==> config.mk <==
export PLATFORM = sky130hd
export DESIGN_NAME = down_counter_ctrl
export DESIGN_NICKNAME = d
export VERILOG_FILES = /design/src/rtl/down_counter_ctrl.sv
export SDC_FILE = /design/constraint.sdc
export NUM_CORES = 1
export LEC_CHECK = 0
export ABC_CLOCK_PERIOD_IN_PS = 3350
export CAP_MARGIN = 20
export CORE_AREA = 5 5 42 44
export CTS_BUF_LIST = sky130_fd_sc_hd__clkbuf_4 sky130_fd_sc_hd__clkbuf_8
export CTS_CLUSTER_SIZE = 28
export DETAILED_ROUTE_END_ITERATION = 16
export DIE_AREA = 0 0 47 49
export HOLD_SLACK_MARGIN = 0.1
export PLACE_DENSITY = 0.59
export SYNTH_ARGS = -nofsm -noshare
export SYNTH_HDL_FRONTEND = slang
export SYNTH_SLANG_ARGS = --single-unit
==> constraint.sdc <==
create_clock -name clk -period 3.35 [get_ports clk]
set_clock_uncertainty 0.2 [all_clocks]
set_input_delay 0.67 -clock clk [delete_from_list [all_inputs] [get_ports clk]]
set_output_delay 0.67 -clock clk [all_outputs]
set_load 0.01 [all_outputs]
==> src/rtl/down_counter_ctrl.sv <==
// Sequencer for a down counter: loads a start value, issues prescaled
// decrement strobes until the counter reports zero, then pulses done.
module down_counter_ctrl #(
   parameter int unsigned WIDTH    = 4,
   parameter int unsigned PRESCALE = 1
) (
   input  logic             clk,
   input  logic             rst,
   input  logic             start,
   input  logic [WIDTH-1:0] load_val,
   input  logic             hold,
   input  logic             abort,
   input  logic             zero,
   output logic [WIDTH-1:0] IN,
   output logic             latch,
   output logic             dec,
   output logic             busy,
   output logic             done
);

   localparam int unsigned PCNT_W = (PRESCALE > 1) ? $clog2(PRESCALE) : 1;

   typedef enum logic [1:0] {
      S_IDLE  = 2'd0,
      S_LOAD  = 2'd1,
      S_COUNT = 2'd2,
      S_DONE  = 2'd3
   } state_t;

   state_t              state;
   state_t              state_nxt;
   logic [PCNT_W-1:0]   pcnt;
   logic [PCNT_W-1:0]   pcnt_nxt;
   logic [WIDTH-1:0]    in_nxt;
   logic                tick;

   assign tick = (pcnt == PCNT_W'(PRESCALE - 1));

   // State, captured load value and prescale counter
   always_ff @(posedge clk) begin
      if (rst) begin
         state <= S_IDLE;
         IN    <= '0;
         pcnt  <= '0;
      end else begin
         state <= state_nxt;
         IN    <= in_nxt;
         pcnt  <= pcnt_nxt;
      end
   end

   // Next state and strobes; dec stays combinational on zero so no
   // decrement is ever issued once the counter has reached zero.
   always_comb begin
      state_nxt = state;
      pcnt_nxt  = pcnt;
      in_nxt    = IN;
      latch     = 1'b0;
      dec       = 1'b0;
      busy      = 1'b0;
      done      = 1'b0;
      case (state)
         S_IDLE: begin
            if (start) begin
               in_nxt    = load_val;
               state_nxt = S_LOAD;
            end
         end
         S_LOAD: begin
            latch     = 1'b1;
            busy      = 1'b1;
            pcnt_nxt  = '0;
            state_nxt = abort ? S_IDLE : S_COUNT;
         end
         S_COUNT: begin
            busy = 1'b1;
            if (abort) begin
               state_nxt = S_IDLE;
            end else begin
               dec = tick & ~hold & ~zero;
               if (!hold) begin
                  pcnt_nxt = tick ? '0 : pcnt + PCNT_W'(1);
               end
               if (zero) begin
                  state_nxt = S_DONE;
               end
            end
         end
         S_DONE: begin
            done      = 1'b1;
            state_nxt = S_IDLE;
         end
         default: begin
            state_nxt = S_IDLE;
         end
      endcase
   end

endmodule
After elaboration in Yosys (flattened, before gate mapping)
Index checks and enable logic that the tools add are counted.
{"block": "word_totals", "input_bits": 10, "elab_cells": 36, "out_inout_bits": 8, "register_bits": 7}
{"block": "classes", "muxes": 14, "bitwise": 5, "eq_ne": 7, "addsub": 1, "n_reduce_logical": 6}
{"operator": "$mux W1", "count": 8}
{"operator": "$mux W2", "count": 4}
{"operator": "$pmux W2 S4", "count": 1}
{"operator": "$ne A2 B2 Y1 const B", "count": 3}
{"operator": "$eq A2 B2 Y1 const B", "count": 2}
{"operator": "$reduce_and A2 Y1", "count": 2}
{"operator": "$ne A3 B3 Y1 const B", "count": 1}
{"operator": "$not A1 Y1", "count": 3}
{"operator": "$reduce_and A3 Y1", "count": 1}
{"operator": "$and A1 B1 Y1", "count": 2}
{"operator": "$eq A2 B1 Y1 const B", "count": 1}
{"operator": "$logic_not A2 Y1", "count": 1}
{"operator": "$pmux W1 S2", "count": 1}
{"operator": "$reduce_bool A2 Y1", "count": 1}
{"operator": "$reduce_or A2 Y1", "count": 1}
{"operator": "$add A1 B1 Y1 const B", "count": 1}

Depth between registers and ports, before layout
Gate-level depths: netlist (run 1).
{"block": "logic_depth", "ltp_word": 5, "mapped_depth": 5, "depth_no_buf": 5}

Least setup slack after synthesis (run 1)
OpenSTA, ideal clock, no wires.
{"block": "synth_timing", "kind": "input to output", "start": "input abort", "end": "output dec", "arrival_ps": 1087, "path_slack_ps": 1393, "path_buffers": 0, "stages": 2, "path_cell_list": "nand2b_1 > nor3_1"}
{"block": "synth_via", "elab_chain_cells": 2}
{"element": "from (decl)", "line": "12", "source": "input logic abort,"}
{"element": "$mux W1", "line": "77", "source": "if (abort) begin"}
{"element": "$mux W1", "line": "62", "source": "case (state)"}
{"element": "to (decl)", "line": "16", "source": "output logic dec,"}
Every way passes these cells.

Worst setup path after layout (run 1)
Same ends and word-level chain as after synthesis.

==> results of run 1 <==
==> worst register-to-register path: stages, from the launching register on <==
cell and delay, ns:
dfxtp_1 0.37, inv_1 0.11, ha_1 0.22, or4_1 0.49, mux2i_1 0.14
==> Yosys cell counts, drive strengths merged <==
| library cell | number | area, um^2 |
|---|---|---|
| nand3 | 4 | 20.0 |
| inv | 3 | 11.3 |
| mux2i | 1 | 10.0 |
| ha | 5 | 62.6 |
| o2bb2ai | 1 | 8.76 |
| nand2 | 5 | 18.8 |
| nor3 | 1 | 5.00 |
| or4 | 1 | 7.51 |
| a221oi | 1 | 8.76 |
| dfxtp | 6 | 120 |
| nor2 | 1 | 3.75 |
| nand2b | 2 | 15.0 |
| a21oi | 5 | 25.0 |
==> final timing paths <==
check	startpoint	endpoint	slack [ns]	cells after the start
setup / recovery	abort	dec	0.51	4
hold / removal	IN[0]$_SDFFE_PP0P_	IN[0]$_SDFFE_PP0P_	0.25	2
setup reg to reg	state[0]$_SDFFE_PP0P_	state[1]$_SDFFE_PP0P_	1.75	4
hold reg to reg	IN[0]$_SDFFE_PP0P_	IN[0]$_SDFFE_PP0P_	0.25	2
==> per-layer routing <==
metal / up-vias / track usage / part of all wire
met1: 134 / 0.0973 / 0.47
met2: 14 / 0.0950 / 0.42
met5: - / 0 / 0
met4: 0 / 0.0691 / 0
li1: 167 / - / -
met3: 0 / 0.0332 / 0.11
==> final cells by class <==
class | count | area, um^2 | area share
Timing Repair Buffer | 17 | 170 | 0.322
Multi-Input combinational cell | 27 | 185 | 0.350
Tap cell | 16 | 20.0 | 0.0378
Sequential cell | 6 | 120 | 0.227
Inverter | 3 | 11.3 | 0.0213
Clock buffer | 3 | 22.5 | 0.0426
==> per-stage QoR <==
stage | setup WS (ns) | total power [mW] | hold slack (ns)
2_1_floorplan | 1.39 | 0.106 | 0.274
3_3_place_gp | 0.532 | 0.137 | 0.241
3_5_place_dp | 0.510 | 0.136 | 0.251
4_1_cts | 0.489 | 0.205 | 0.259
5_1_grt | 0.418 | 0.212 | 0.281
6_report | 0.506 | 0.200 | 0.254
==> cells by family (layout without fill, tap and decap cells) <==
kind of cell,Yosys count,after routing,share of synthesized area
flops,6,6,0.379
mux,1,1,0.0316
buf+inv,3,23,0.0356
simple gates,14,14,0.221
compound gates,7,7,0.134
fa+ha+maj,5,5,0.198
==> power by group through the flow <==
stage | sequential (mW) | clock [mW] | combinational, mW
after floorplan | 0.0829 | 0 | 0.0231
after global placement | 0.0818 | 0 | 0.0552
after detailed placement | 0.0820 | 0 | 0.0542
after CTS | 0.0807 | 0.0691 | 0.0549
after global routing | 0.0811 | 0.0719 | 0.0587
final | 0.0806 | 0.0652 | 0.0541
==> registers in the layout (all words and copies together) (netlist names) <==
register / flops
IN: 4
state: 2
==> impl_metrics.ini, run 1 <==
[detailed_routing]
wl_um = 795
via_per_inst = 4.38
dr.pass1.iters = 2
first_iter_violations = 3
wl_per_cell_um = 11.0
vias = 315
drcViolationCount = 0
drtAntennaViolNets = 0

[sta]
slew_violations = 0
hold_violations = 0
rsz0062_at_grt = no
period_needed_ns = 2.84
final.setup.tns_ns = 0
fin_crit_sh = 0.849
fmax_mhz = 352
relSlewSlack = 0.836
setup_viol = 0
worstMarginPinSlew_ns = 0.246

[power_and_ir_drop]
switching_share = 0.258
pwr-share-comb = 0.271
p_leak_nw = 0.206
power_density_mw_per_mm2 = 378
ir_drop_v = 0.000150
seqPwrFrac = 0.403
power.internal_mw = 0.148
power_switching_mw = 0.0516
pwr-share-clk = 0.326

[final_layout]
layout.cells.non_filler = 72
nFillCells = 172
final_cell_mix = clkdlybuf4s50_1 (17), dfxtp_1 (6), nand2_1 (5), a21oi_1 (5), ha_1 (5)
utilization = 0.378
insertedDiodeCount = 0
area_delta_synth_final_pct = 67.2
stdcell_area_um2 = 529
drive_gt1_frac = 0.0893
layout_commonest_cell = clkdlybuf4s50_1
fin_nets = 73

[clock_network]
h-tree-depth = 1
post_cts_buffers = 0
clock-sinks = 6
clk_latency_ns = 0.24
cts_tree = done
cts_hold_buf = 0
cts_made_buffers = 3
path_clk_slew_ns = 0.04
cts_root_buf = clkbuf_4
cts_buffer_depth = 2
ctsResizeCount = 0

[synthesis]
synth_area_per_cell_um2 = 8.79
synth.distinct_cells = 15
netlist_area_um2 = 317
syn_inst = 36
seq_area_frac_synth = 0.379
synth_nets = 51
ys_ff_latch = 6
yosys_warnings = 0

[floorplanning]
placement_rows = 14
die_area_mm2 = 0.00230
die_y_um = 49
core_area_mm2 = 0.00140
initial_utilization = 0.226
die_w_um = 47
ios = 18

[run_status]
outcome = complete, no violations

[flow_run]
drv_cap = 0

[place]
postPlaceCellArea_um2 = 507
io_buffers = 17
hpwl_um = 617
place_congestion = 0.672
dp.cells = 69

[worst_setup_path]
criticalPathCategory = input port to output pin
path_buf_inv = 2
crit_arrival_ns = 1.97
path_delay_family = buffers and inverters
cp_data_required_time_ns = 2.48
cp_max_fo = 3
path_cells = clkdlybuf4s50_1 > nand2b_1 > nor3_1 > clkdlybuf4s50_1
cp_slowest_cell = clkdlybuf4s50_1
crit_path_start_kind = input port
crit_path_end_kind = output pin
cp_slowest_stage_delay_ns = 0.57
cp_common_cell = clkdlybuf4s50_1

[global_routing]
grt_pass1_wl_um = 1200
grt_max_degree = 8
overflow = 0
grt_pass1_vias = 300
antenna_found_initial = 0
gr-usage-all-layers = 0.0776

[hold_path]
min_path_type = flop to flop
Power figures use the tool's default switching activity.
==> run 2, diff against run 1 <==
Settings changed: ABC_CLOCK_PERIOD_IN_PS 3350 to 2900.
Clock period 3.35 ns to 2.9 ns, I/O delays scaled along.
==> run 2 against run 1 <==
Compared with the run above:
- register-to-register slack worse by 0.43 ns
- sequential share of layout area unchanged
- clock power up 16%
- non-clock buffer count unchanged
- critical path depth unchanged
- wire length is 0.50% higher
- sequential power is 16% higher
- first-iteration DRC count decreased by 33%
- total power grew 16%
- count of clock-buffer cells in the layout is the same
- critical path type unchanged
- critical endpoint unchanged
- largest cell class unchanged
- largest power group unchanged
==> impl_metrics.ini, run 2 (synthesized netlist as in run 1, its figures left out) <==
[run_status]
outcome = complete, no violations

[final_layout]
insertedDiodeCount = 0
area_delta_synth_final_pct = 67.2
largest_reg_flops = 4
multi_input_area_um2 = 185
seqCellArea_um2 = 120
regMostFlops = IN
drive_gt1_frac = 0.0893
nFillCells = 173
final_cell_mix = clkdlybuf4s50_1 (17), dfxtp_1 (6), nand2_1 (5), a21oi_1 (5), ha_1 (5)
reg.largest.list = IN: 4 flops, state: 2 flops
fin_nets = 73
layout.cells.non_filler = 72
layout_commonest_cell = clkdlybuf4s50_1

[global_routing]
antenna_found_initial = 0
overflow = 0
grt_pass1_wl_um = 1260
grt_max_degree = 8
grt_pass1_vias = 314
gr-usage-all-layers = 0.0797

[place]
dp.cells = 69
hpwl_um = 624
place_congestion = 0.671
io_buffers = 17

[sta]
holdWs_ns = 0.254
relSlewSlack = 0.839
setup_viol = 0
fmax_mhz = 374
rsz0062_at_grt = no
period_needed_ns = 2.67
fin_crit_sh = 0.921
worstMarginPinSlew_ns = 0.240
final.setup.tns_ns = 0
hold_violations = 0
slew_violations = 0

[worst_setup_path]
cp_common_cell = clkdlybuf4s50_1
criticalPathCategory = input port to output pin
reg2reg_setup_slack_ns = 1.32
cp_data_required_time_ns = 2.12
crit_path_start_kind = input port
path_delay_family = buffers and inverters
cp_num_cells = 4
startpoint = abort
path_buf_inv = 2
cp_slowest_cell = clkdlybuf4s50_1
r2r_end = state[1]$_SDFFE_PP0P_
cp-endpoint = dec
crit_path_end_kind = output pin
reg2reg_from = state[1]$_SDFFE_PP0P_
path_cells = clkdlybuf4s50_1 > nand2b_1 > nor3_1 > clkdlybuf4s50_1
reg2reg_depth = 4
cp_slowest_stage_delay_ns = 0.57
crit_arrival_ns = 1.89
cp_max_fo = 3

[clock_network]
clock-sinks = 6
cts_made_buffers = 3
cts_hold_buf = 0
path_clk_slew_ns = 0.04
h-tree-depth = 1
cts_root_buf = clkbuf_4
cts_buffer_depth = 2
cts_tree = done
post_cts_buffers = 0
ctsResizeCount = 0
clk_latency_ns = 0.24

[power_and_ir_drop]
total_power_mw = 0.231
ir_drop_v = 0.000148
power_density_mw_per_mm2 = 436
p_leak_nw = 0.206

[detailed_routing]
dr.pass1.iters = 2
first_iter_violations = 2
wl_um = 799
drcViolationCount = 0
vias = 319
drtAntennaViolNets = 0
wl_per_cell_um = 11.1
via_per_inst = 4.43

[floorplanning]
core_area_mm2 = 0.00140
die_area_mm2 = 0.00230
placement_rows = 14
die_w_um = 47
initial_utilization = 0.226
die_y_um = 49
ios = 18

[flow_run]
drv_cap = 0

[hold_path]
min_path_type = flop to flop
==> run 2: cell counts in the layout (fill, tap and decap cells not counted) <==
Identical to the previous run, type by type.
==> run 2: how the worst min path moves through the flow <==
stage,startpoint,to,slack (ns),depth (start not counted)
floorplan,IN[0]$_SDFFE_PP0P_,IN[0]$_SDFFE_PP0P_,0.27,2
global placement,IN[2]$_SDFFE_PP0P_,IN[2]$_SDFFE_PP0P_,0.24,2
detailed placement,IN[1]$_SDFFE_PP0P_,IN[1]$_SDFFE_PP0P_,0.25,2
CTS,IN[1]$_SDFFE_PP0P_,IN[1]$_SDFFE_PP0P_,0.26,2
global route,IN[2]$_SDFFE_PP0P_,IN[2]$_SDFFE_PP0P_,0.28,2
finish,IN[0]$_SDFFE_PP0P_,IN[0]$_SDFFE_PP0P_,0.25,2
==> run 2: through the flow <==
| stage | setup slack [ns] | utilization | instance area (um^2) |
|---|---|---|---|
| 4_1_cts | 0.212 | 0.378 | 529 |
| 6_report | 0.230 | 0.378 | 529 |
| 3_3_place_gp | 0.262 | 0.362 | 507 |
| 5_1_grt | 0.139 | 0.378 | 529 |
| 2_1_floorplan | 1.12 | - | 317 |
| 3_5_place_dp | 0.233 | 0.362 | 507 |
==> run 2: routing by layer <==
layer | track usage | wire [um] | vias to the layer above | share of wire
li1 | - | - | 167 | -
met1 | 0.104 | 368 | 132 | 0.46
met2 | 0.0950 | 315 | 17 | 0.39
met3 | 0.0443 | 98 | 3 | 0.12
met4 | 0.0553 | 17 | 0 | 0.021
met5 | 0 | 0 | - | 0
==> run 2: cell type report <==
cell class                      count  area share
Clock buffer                        3      0.0426
Inverter                            3      0.0213
Tap cell                           16      0.0378
Sequential cell                     6       0.227
Timing Repair Buffer               17       0.322
Multi-Input combinational cell     27       0.350
==> run 2: power by group <==
| group | total (mW) | internal (mW) | switching [mW] |
|---|---|---|---|
| registers | 0.0931 | 0.0890 | 0.00404 |
| clock network | 0.0758 | 0.0467 | 0.0291 |
| logic | 0.0621 | 0.0354 | 0.0267 |
| total | 0.231 | 0.171 | 0.0598 |
==> run 2: worst min-delay path, stage by stage (launching register included) <==
cell and delay (ns):
dfxtp_1 0.30, nand2_1 0.05, a21oi_1 0.05
